===== config.mk =====
export PLATFORM = sky130hd
export DESIGN_NAME = watchdog_reset_gen
export DESIGN_NICKNAME = d
export VERILOG_FILES = /design/src/rtl/watchdog_reset_gen_pkg.sv /design/src/rtl/wd_reset_timer.sv /design/src/rtl/watchdog_reset_gen.sv
export SDC_FILE = /design/constraint.sdc
export NUM_CORES = 1
export LEC_CHECK = 0
export BUFFER_PORTS_ARGS = -buffer_cell sky130_fd_sc_hd__buf_4
export CAP_MARGIN = 0
export CORE_UTILIZATION = 50
export DETAILED_ROUTE_END_ITERATION = 16
export HOLD_SLACK_MARGIN = 0.08
export PLACE_DENSITY = 0.72
export SLEW_MARGIN = 10
export SYNTH_ARGS = -nofsm -noshare
export SYNTH_HDL_FRONTEND = slang
export SYNTH_SLANG_ARGS = --single-unit

===== constraint.sdc =====
create_clock -name clk -period 5.2 [get_ports clk]
set_input_delay 1.04 -clock clk [delete_from_list [all_inputs] [get_ports clk]]
set_output_delay 1.04 -clock clk [all_outputs]
set_load 0.02 [all_outputs]

===== src/rtl/watchdog_reset_gen_pkg.sv =====
// watchdog_reset_gen_pkg: register map, bit positions and state encoding for the watchdog reset generator
package watchdog_reset_gen_pkg;
  localparam logic [7:0] ADDR_CTRL   = 8'h08;
  localparam logic [7:0] ADDR_STATUS = 8'h09;
  localparam logic [7:0] ADDR_GRACE  = 8'h0a;
  localparam logic [7:0] ADDR_ACK    = 8'h0b;
  localparam int CTRL_ENABLE      = 0;
  localparam int CTRL_WARN_EN     = 1;
  localparam int STATUS_WARN      = 0;
  localparam int STATUS_WD_RST    = 1;
  localparam int STATUS_STATE_LSB = 2;
  typedef enum logic [1:0] {
    ST_IDLE  = 2'd0,
    ST_WARN  = 2'd1,
    ST_RESET = 2'd2
  } wd_state_e;
endpackage


===== src/rtl/wd_reset_timer.sv =====
// wd_reset_timer: 32-bit loadable down-counter that stops at zero
module wd_reset_timer (
  input  logic        clk,
  input  logic        reset_n,
  input  logic        load,
  input  logic        en,
  input  logic [31:0] load_val,
  output logic        zero
);
  logic [31:0] cnt;
  // load has priority; counting never wraps below zero
  always_ff @(posedge clk or negedge reset_n)
    if (!reset_n) cnt <= '0;
    else if (load) cnt <= load_val;
    else if (en && cnt != '0) cnt <= cnt - 32'd1;
  assign zero = cnt == '0;
endmodule


===== src/rtl/watchdog_reset_gen.sv =====
// watchdog_reset_gen: turns a watchdog expiry pulse into a warning window and a fixed-width reset request
module watchdog_reset_gen
  import watchdog_reset_gen_pkg::*;
#(
  parameter int          RST_CYCLES    = 16,
  parameter logic [31:0] GRACE_DEFAULT = 32'd1000
) (
  input  logic        clk,
  input  logic        reset_n,
  input  logic        cs,
  input  logic        we,
  input  logic [7:0]  address,
  input  logic [31:0] write_data,
  output logic [31:0] read_data,
  output logic        ready,
  input  logic        expired,
  output logic        warn_irq,
  output logic        sys_reset_req
);
  localparam logic [31:0] RST_LOAD = 32'(RST_CYCLES - 1);
  wd_state_e state, next_state;
  logic ctrl_en, ctrl_warn_en, wd_caused;
  logic [31:0] grace, t_val, status;
  logic wr, wr_ctrl, wr_status, wr_grace, wr_ack;
  logic t_load, t_en, t_zero, enter_reset;
  assign wr        = cs && we;
  assign wr_ctrl   = wr && address == ADDR_CTRL;
  assign wr_status = wr && address == ADDR_STATUS;
  assign wr_grace  = wr && address == ADDR_GRACE;
  assign wr_ack    = wr && address == ADDR_ACK;
  assign ready     = cs;
  wd_reset_timer u_timer (
    .clk      (clk),
    .reset_n  (reset_n),
    .load     (t_load),
    .en       (t_en),
    .load_val (t_val),
    .zero     (t_zero)
  );
  // state register
  always_ff @(posedge clk or negedge reset_n)
    if (!reset_n) state <= ST_IDLE;
    else state <= next_state;
  // next state: ACK or disable beats timer expiry in WARN; expiry outside IDLE is dropped
  always_comb begin
    next_state = state;
    case (state)
      ST_IDLE:  if (expired && ctrl_en) next_state = ctrl_warn_en ? ST_WARN : ST_RESET;
      ST_WARN:  if (wr_ack || (wr_ctrl && !write_data[CTRL_ENABLE])) next_state = ST_IDLE;
                else if (t_zero) next_state = ST_RESET;
      ST_RESET: if (t_zero) next_state = ST_IDLE;
      default:  next_state = ST_IDLE;
    endcase
  end
  // timer control: reload on entry to WARN or RESET, count down while busy
  always_comb begin
    enter_reset = next_state == ST_RESET && state != ST_RESET;
    t_load      = next_state != state && next_state != ST_IDLE;
    t_val       = next_state == ST_RESET ? RST_LOAD : grace;
    t_en        = state != ST_IDLE;
  end
  // registered outputs track the state being entered so they align with it
  always_ff @(posedge clk or negedge reset_n)
    if (!reset_n) begin
      warn_irq      <= 1'b0;
      sys_reset_req <= 1'b0;
    end else begin
      warn_irq      <= next_state == ST_WARN;
      sys_reset_req <= next_state == ST_RESET;
    end
  // software registers; a reset entry sets the sticky flag even against a same-cycle clear
  always_ff @(posedge clk or negedge reset_n)
    if (!reset_n) begin
      ctrl_en      <= 1'b0;
      ctrl_warn_en <= 1'b0;
      grace        <= GRACE_DEFAULT;
      wd_caused    <= 1'b0;
    end else begin
      if (wr_ctrl) begin
        ctrl_en      <= write_data[CTRL_ENABLE];
        ctrl_warn_en <= write_data[CTRL_WARN_EN];
      end
      if (wr_grace) grace <= write_data;
      if (enter_reset) wd_caused <= 1'b1;
      else if (wr_status && write_data[STATUS_WD_RST]) wd_caused <= 1'b0;
    end
  // combinational read mux
  always_comb begin
    status                                      = '0;
    status[STATUS_WARN]                         = state == ST_WARN;
    status[STATUS_WD_RST]                       = wd_caused;
    status[STATUS_STATE_LSB+1:STATUS_STATE_LSB] = state;
    read_data = !cs                   ? '0 :
                address == ADDR_CTRL   ? {30'd0, ctrl_warn_en, ctrl_en} :
                address == ADDR_STATUS ? status :
                address == ADDR_GRACE  ? grace : '0;
  end
endmodule


=== Word level (Yosys, flattened, before mapping) ===
Cells that the tools add are included.

* Output and inout port bits: 35
* Flip-flop bits (word level): 71
* Logic and storage cells: 54

* Muxes and demuxes: 15
* Eq/ne operators: 10
* Add/sub/neg operators: 1
* Reductions and logical operators: 20

{| class="wikitable"
|+ Operators by type and width
! operator !! count
|-
| $mux 32 || 7
|-
| $eq 8x4->1 const B || 4
|-
| $logic_not 32->1 || 1
|-
| $reduce_bool 32->1 || 1
|-
| $sub 32x1->32 const B || 1
|-
| $logic_and 1x1->1 || 11
|-
| $mux 2 || 5
|-
| $reduce_bool 2->1 || 4
|-
| $pmux 2 s3 || 1
|-
| $eq 2x1->1 const B || 2
|-
| $eq 2x2->1 const B || 2
|-
| $logic_not 2->1 || 1
|-
| $mux 1 || 2
|-
| $ne 2x2->1 || 1
|-
| $ne 2x2->1 const B || 1
|-
| $logic_not 1->1 || 1
|-
| $logic_or 1x1->1 || 1
|}

=== Depth between registers and ports, before layout ===
* Depth after elaboration: 9
* Mapped depth: 9
* Depth with buffers taken out: 8

=== Cells and area by module ===
A second synthesis with hierarchy kept.

* Cells, all modules: 437
* Area total of the unflattened synthesis: 4204.0 µm²

{| class="wikitable"
|+ By module, submodules not included
! module !! instances !! area an instance (µm²) !! cells an instance
|-
| watchdog_reset_gen || 1 || 2145.8 || 194
|-
| wd_reset_timer || 1 || 2058.2 || 243
|}

=== Worst setup path before layout ===
Ideal clock, no wire load.

* Kind: input to output
* Start: in address[2]
* End: out read_data[1]
* Stages: 4
* Arrival time: 2.829 ns
* Path slack: 1.331 ns
* Buffers on the path: 0
* Cells stage by stage: nor4b_1 -> and2_1 -> nand2_1 -> a2111oi_0

* Cells in the longest elaborated chain, start to end: 5
* Elaborated cells between the ends (all ways): 7
* Classes of those cells: eq/ne: 3; mux: 4

{| class="wikitable"
|+ Ends and longest elaborated chain
! element !! RTL line !! RTL
|-
| start: declaration || watchdog_reset_gen.sv:12 || <nowiki>input logic [7:0] address,</nowiki>
|-
| $eq 8x4->1 || watchdog_reset_gen.sv:96 || <nowiki>address == ADDR_GRACE ? grace : '0;</nowiki>
|-
| $mux 32 || watchdog_reset_gen.sv:96 ||
|-
| $mux 32 || watchdog_reset_gen.sv:95 || <nowiki>address == ADDR_STATUS ? status :</nowiki>
|-
| $mux 32 (*) || watchdog_reset_gen.sv:94 || <nowiki>address == ADDR_CTRL ? {30'd0, ctrl_warn_en, ctrl_en} :</nowiki>
|-
| $mux 32 (*) || watchdog_reset_gen.sv:93 || <nowiki>read_data = !cs ? '0 :</nowiki>
|-
| end: declaration || watchdog_reset_gen.sv:14 || <nowiki>output logic [31:0] read_data,</nowiki>
|}

Mark *: on every way between the ends. The rest lies on a longest branch, timed or not.

=== Worst setup path after layout ===
* Start: in address[2]
* End: out read_data[19]

The elaborated chain is that of the path after synthesis.

==> metrics.txt <==
Post-DRT Antenna Nets 0; CP Capture Type output pin; CP Class input pin to output pin; Reg2Reg Capture Point u_timer.cnt[10]; Area after DPL 4520 um2; routability-driven placement congestion ratio 0.927; R2R cell count 8; Total GRT Usage 0.243; Seq/Total Area, Yosys 0.465; Antenna Cells 0; LEAKAGE 2.16 nW; depth of the CTS H-tree 3; Syn. warnings 0; Initial Util 0.523; synthesized area per cell 9.91 um2; initial antenna violation count 0; post-route worst setup slack 1.16 ns; post-DP HPWL 6.21 mm; Root Driver clkbuf_8; Synth area leaders dfrtp_1 (42%), mux2_2 (10%), and2_1 (5.2%); total of fill cells in the finished design 613; outcome finished clean; DRC viols 0; Inst Count DP 553; Post-Syn Area 3840 um2; register area 1780 um2; Cell variety after synth 55; crit-path leading delay family simple AND/OR/NAND/NOR gates; final setup TNS 0 ns; measured slew at the worst slew-check pin 0.900 ns; Ports 80; Worst EP arrival 3.00 ns; Sink Count 71; CP peak stage delay 0.77 ns; gr busiest metal met2; #FFs+latches synth 71; Total Power 1.49 mW; Max Clk Rate 248 MHz; DR vias 3309; Final Cycle Share 0.776; CTS Buf Count 9; TritonCTS clock tree built; crit path time final 4.04 ns; final count of pins violating max slew 0; non-filler cells in the finished layout 569; Hold Crit Depth 2; top cell type's share of synthesized area 0.424; Max Cap Viol 0; top-count cell post-synth dfrtp_1; Hold Crit Class register to register; RR Startpoint u_timer.cnt[0]; nets 512; CP Buf/Inv Count 2; Core Footprint 7330 um2; DR iter-0 viols 226; synth cell count leaders dfrtp_1 (65), mux2_2 (34), and2_1 (32), nand2_1 (30), o21ai_0 (29); Post-Route WL 9.15 mm; Final Util 0.645; chip width 89.6 um; layout cells sized above 1 0.315; dominant cell type by area after synthesis dfrtp_1; Crit. Startpoint address[2]; total power per unit cell area 314 nW/um2; grt met1 use 0.324; Post-synth EDFFs 0; DIE HEIGHT 89.6 um; Hold Violations, Final 0; hold_buf cts 0; CTS max path bufs 2; drt wl/cell 16.1 um; Reg clk slew, reported paths 0.08 ns; drt pass-1 iters 5; area grow syn2layout 23.3%; Synth Instances 387; ys flop type dfrtp_1; worst reg2reg setup slack 2.23 ns; post-CTS sizing 0; CP Depth 6; vias in the first global route 3094; worst skew pair latency 0.35 ns; critical-path cell list buf_4 -> nor4b_1 -> and2_1 -> and3_1 -> and2_1 -> buf_4; Post-synth ARST share 1.00; clk_skew 0.00832 ns; Post-Layout Inst Area 4730 um2; RSZ-0062 raised after global routing no; endpoints failing setup 0; post-CTS setup buffers 0; syn_nets 434; Core Rows 31; Hold Startpoint grace[18]; peak supply drop 187 uV; die area 8030 um2; post-DR vias/cell 5.82; port bufs 79; first-pass GRT wire length 14.6 mm; Setup crit start kind input pin; M3 GR Usage 0.0576; pre-CTS WS 1.16 ns; Setup crit end read_data[19]; largest net degree at the start of global routing 72; slew margin rel. 0.400; WP data required 4.16 ns; CP max-delay cell and3_1; Global Route met2 Usage 0.377; multi-input logic area 1950 um2; Fin Hold WS 0.491 ns; GR Overflow Total 0; worst-path fanout max 28
-- area by class of cell --
class | count | area share
clock buffer | 10 | 0.0270
clock inverter | 6 | 0.0180
inverter | 8 | 0.00635
multi-input combinational | 291 | 0.412
sequential | 71 | 0.377
tap | 99 | 0.0262
timing repair buffer | 84 | 0.133
-- worst min path at each step --
stage                       to  slack, ns
5_1_grt              wd_caused       0.52
4_1_cts              wd_caused       0.49
3_5_place_dp         wd_caused       0.48
2_1_floorplan        wd_caused       0.45
3_3_place_gp         wd_caused       0.48
6_report       u_timer.cnt[18]       0.49
-- layer usage --
metal  share of wire  vias up
met5               0        -
met4           0.019        0
met3           0.051       18
met2            0.48      108
met1            0.45     1621
li1                -     1562
-- state kept, by name, summed over array words and instances (netlist names) --
signal and flops:
ctrl_warn_en 1, grace 32, sys_reset_req 1, wd_caused 1, u_timer.cnt 32, ctrl_en 1
warn_irq 1, state 2
-- layout by cell type, fill, tap and decap left out, types with 3 or more instances in the layout --
cell,Yosys,routed
inv_1,8,8
a311oi_1,5,5
clkbuf_8,0,9
and2_1,32,32
nor4_1,11,11
nand2_1,30,30
and3_1,5,5
o21ai_0,29,29
xnor2_1,12,12
buf_4,1,84
nor4b_1,3,3
nor3_1,19,19
a31oi_1,3,3
dfrtp_1,65,65
a21oi_1,19,19
mux2_2,34,34
nand2b_1,4,4
dfstp_2,6,6
nor2_1,26,26
a221o_1,4,4
nand3_1,13,13
or3_1,3,3
-- report_power, final --
group | leakage, nW | internal, mW | switching, mW
Sequential | 0.903 | 0.612 | 0.0695
Combinational | 1.16 | 0.136 | 0.188
Clock | 0.102 | 0.268 | 0.212
Total | 2.16 | 1.02 | 0.470
-- cell families after synthesis --
kind of cell,Yosys count,synth area share
multiplexers,36,0.105
adder cells (fa/ha/maj),2,0.00652
XOR/XNOR,14,0.0320
flip-flops,71,0.465
AND/OR/NAND/NOR,159,0.226
buffers and inverters,25,0.0267
AO/OA/AOI/OAI,80,0.139
-- worst reg2reg max path, cell delays in order (launching register included) --
cell and delay [ns]:
dfrtp_1 0.43, inv_1 0.12, ha_1 0.15, nor4b_1 0.56
and3_1 0.35, nand3_1 0.22, o211ai_4 0.51, o21ai_0 0.19
a221o_1 0.32
Note: power is estimated with default switching activity, not from simulation.
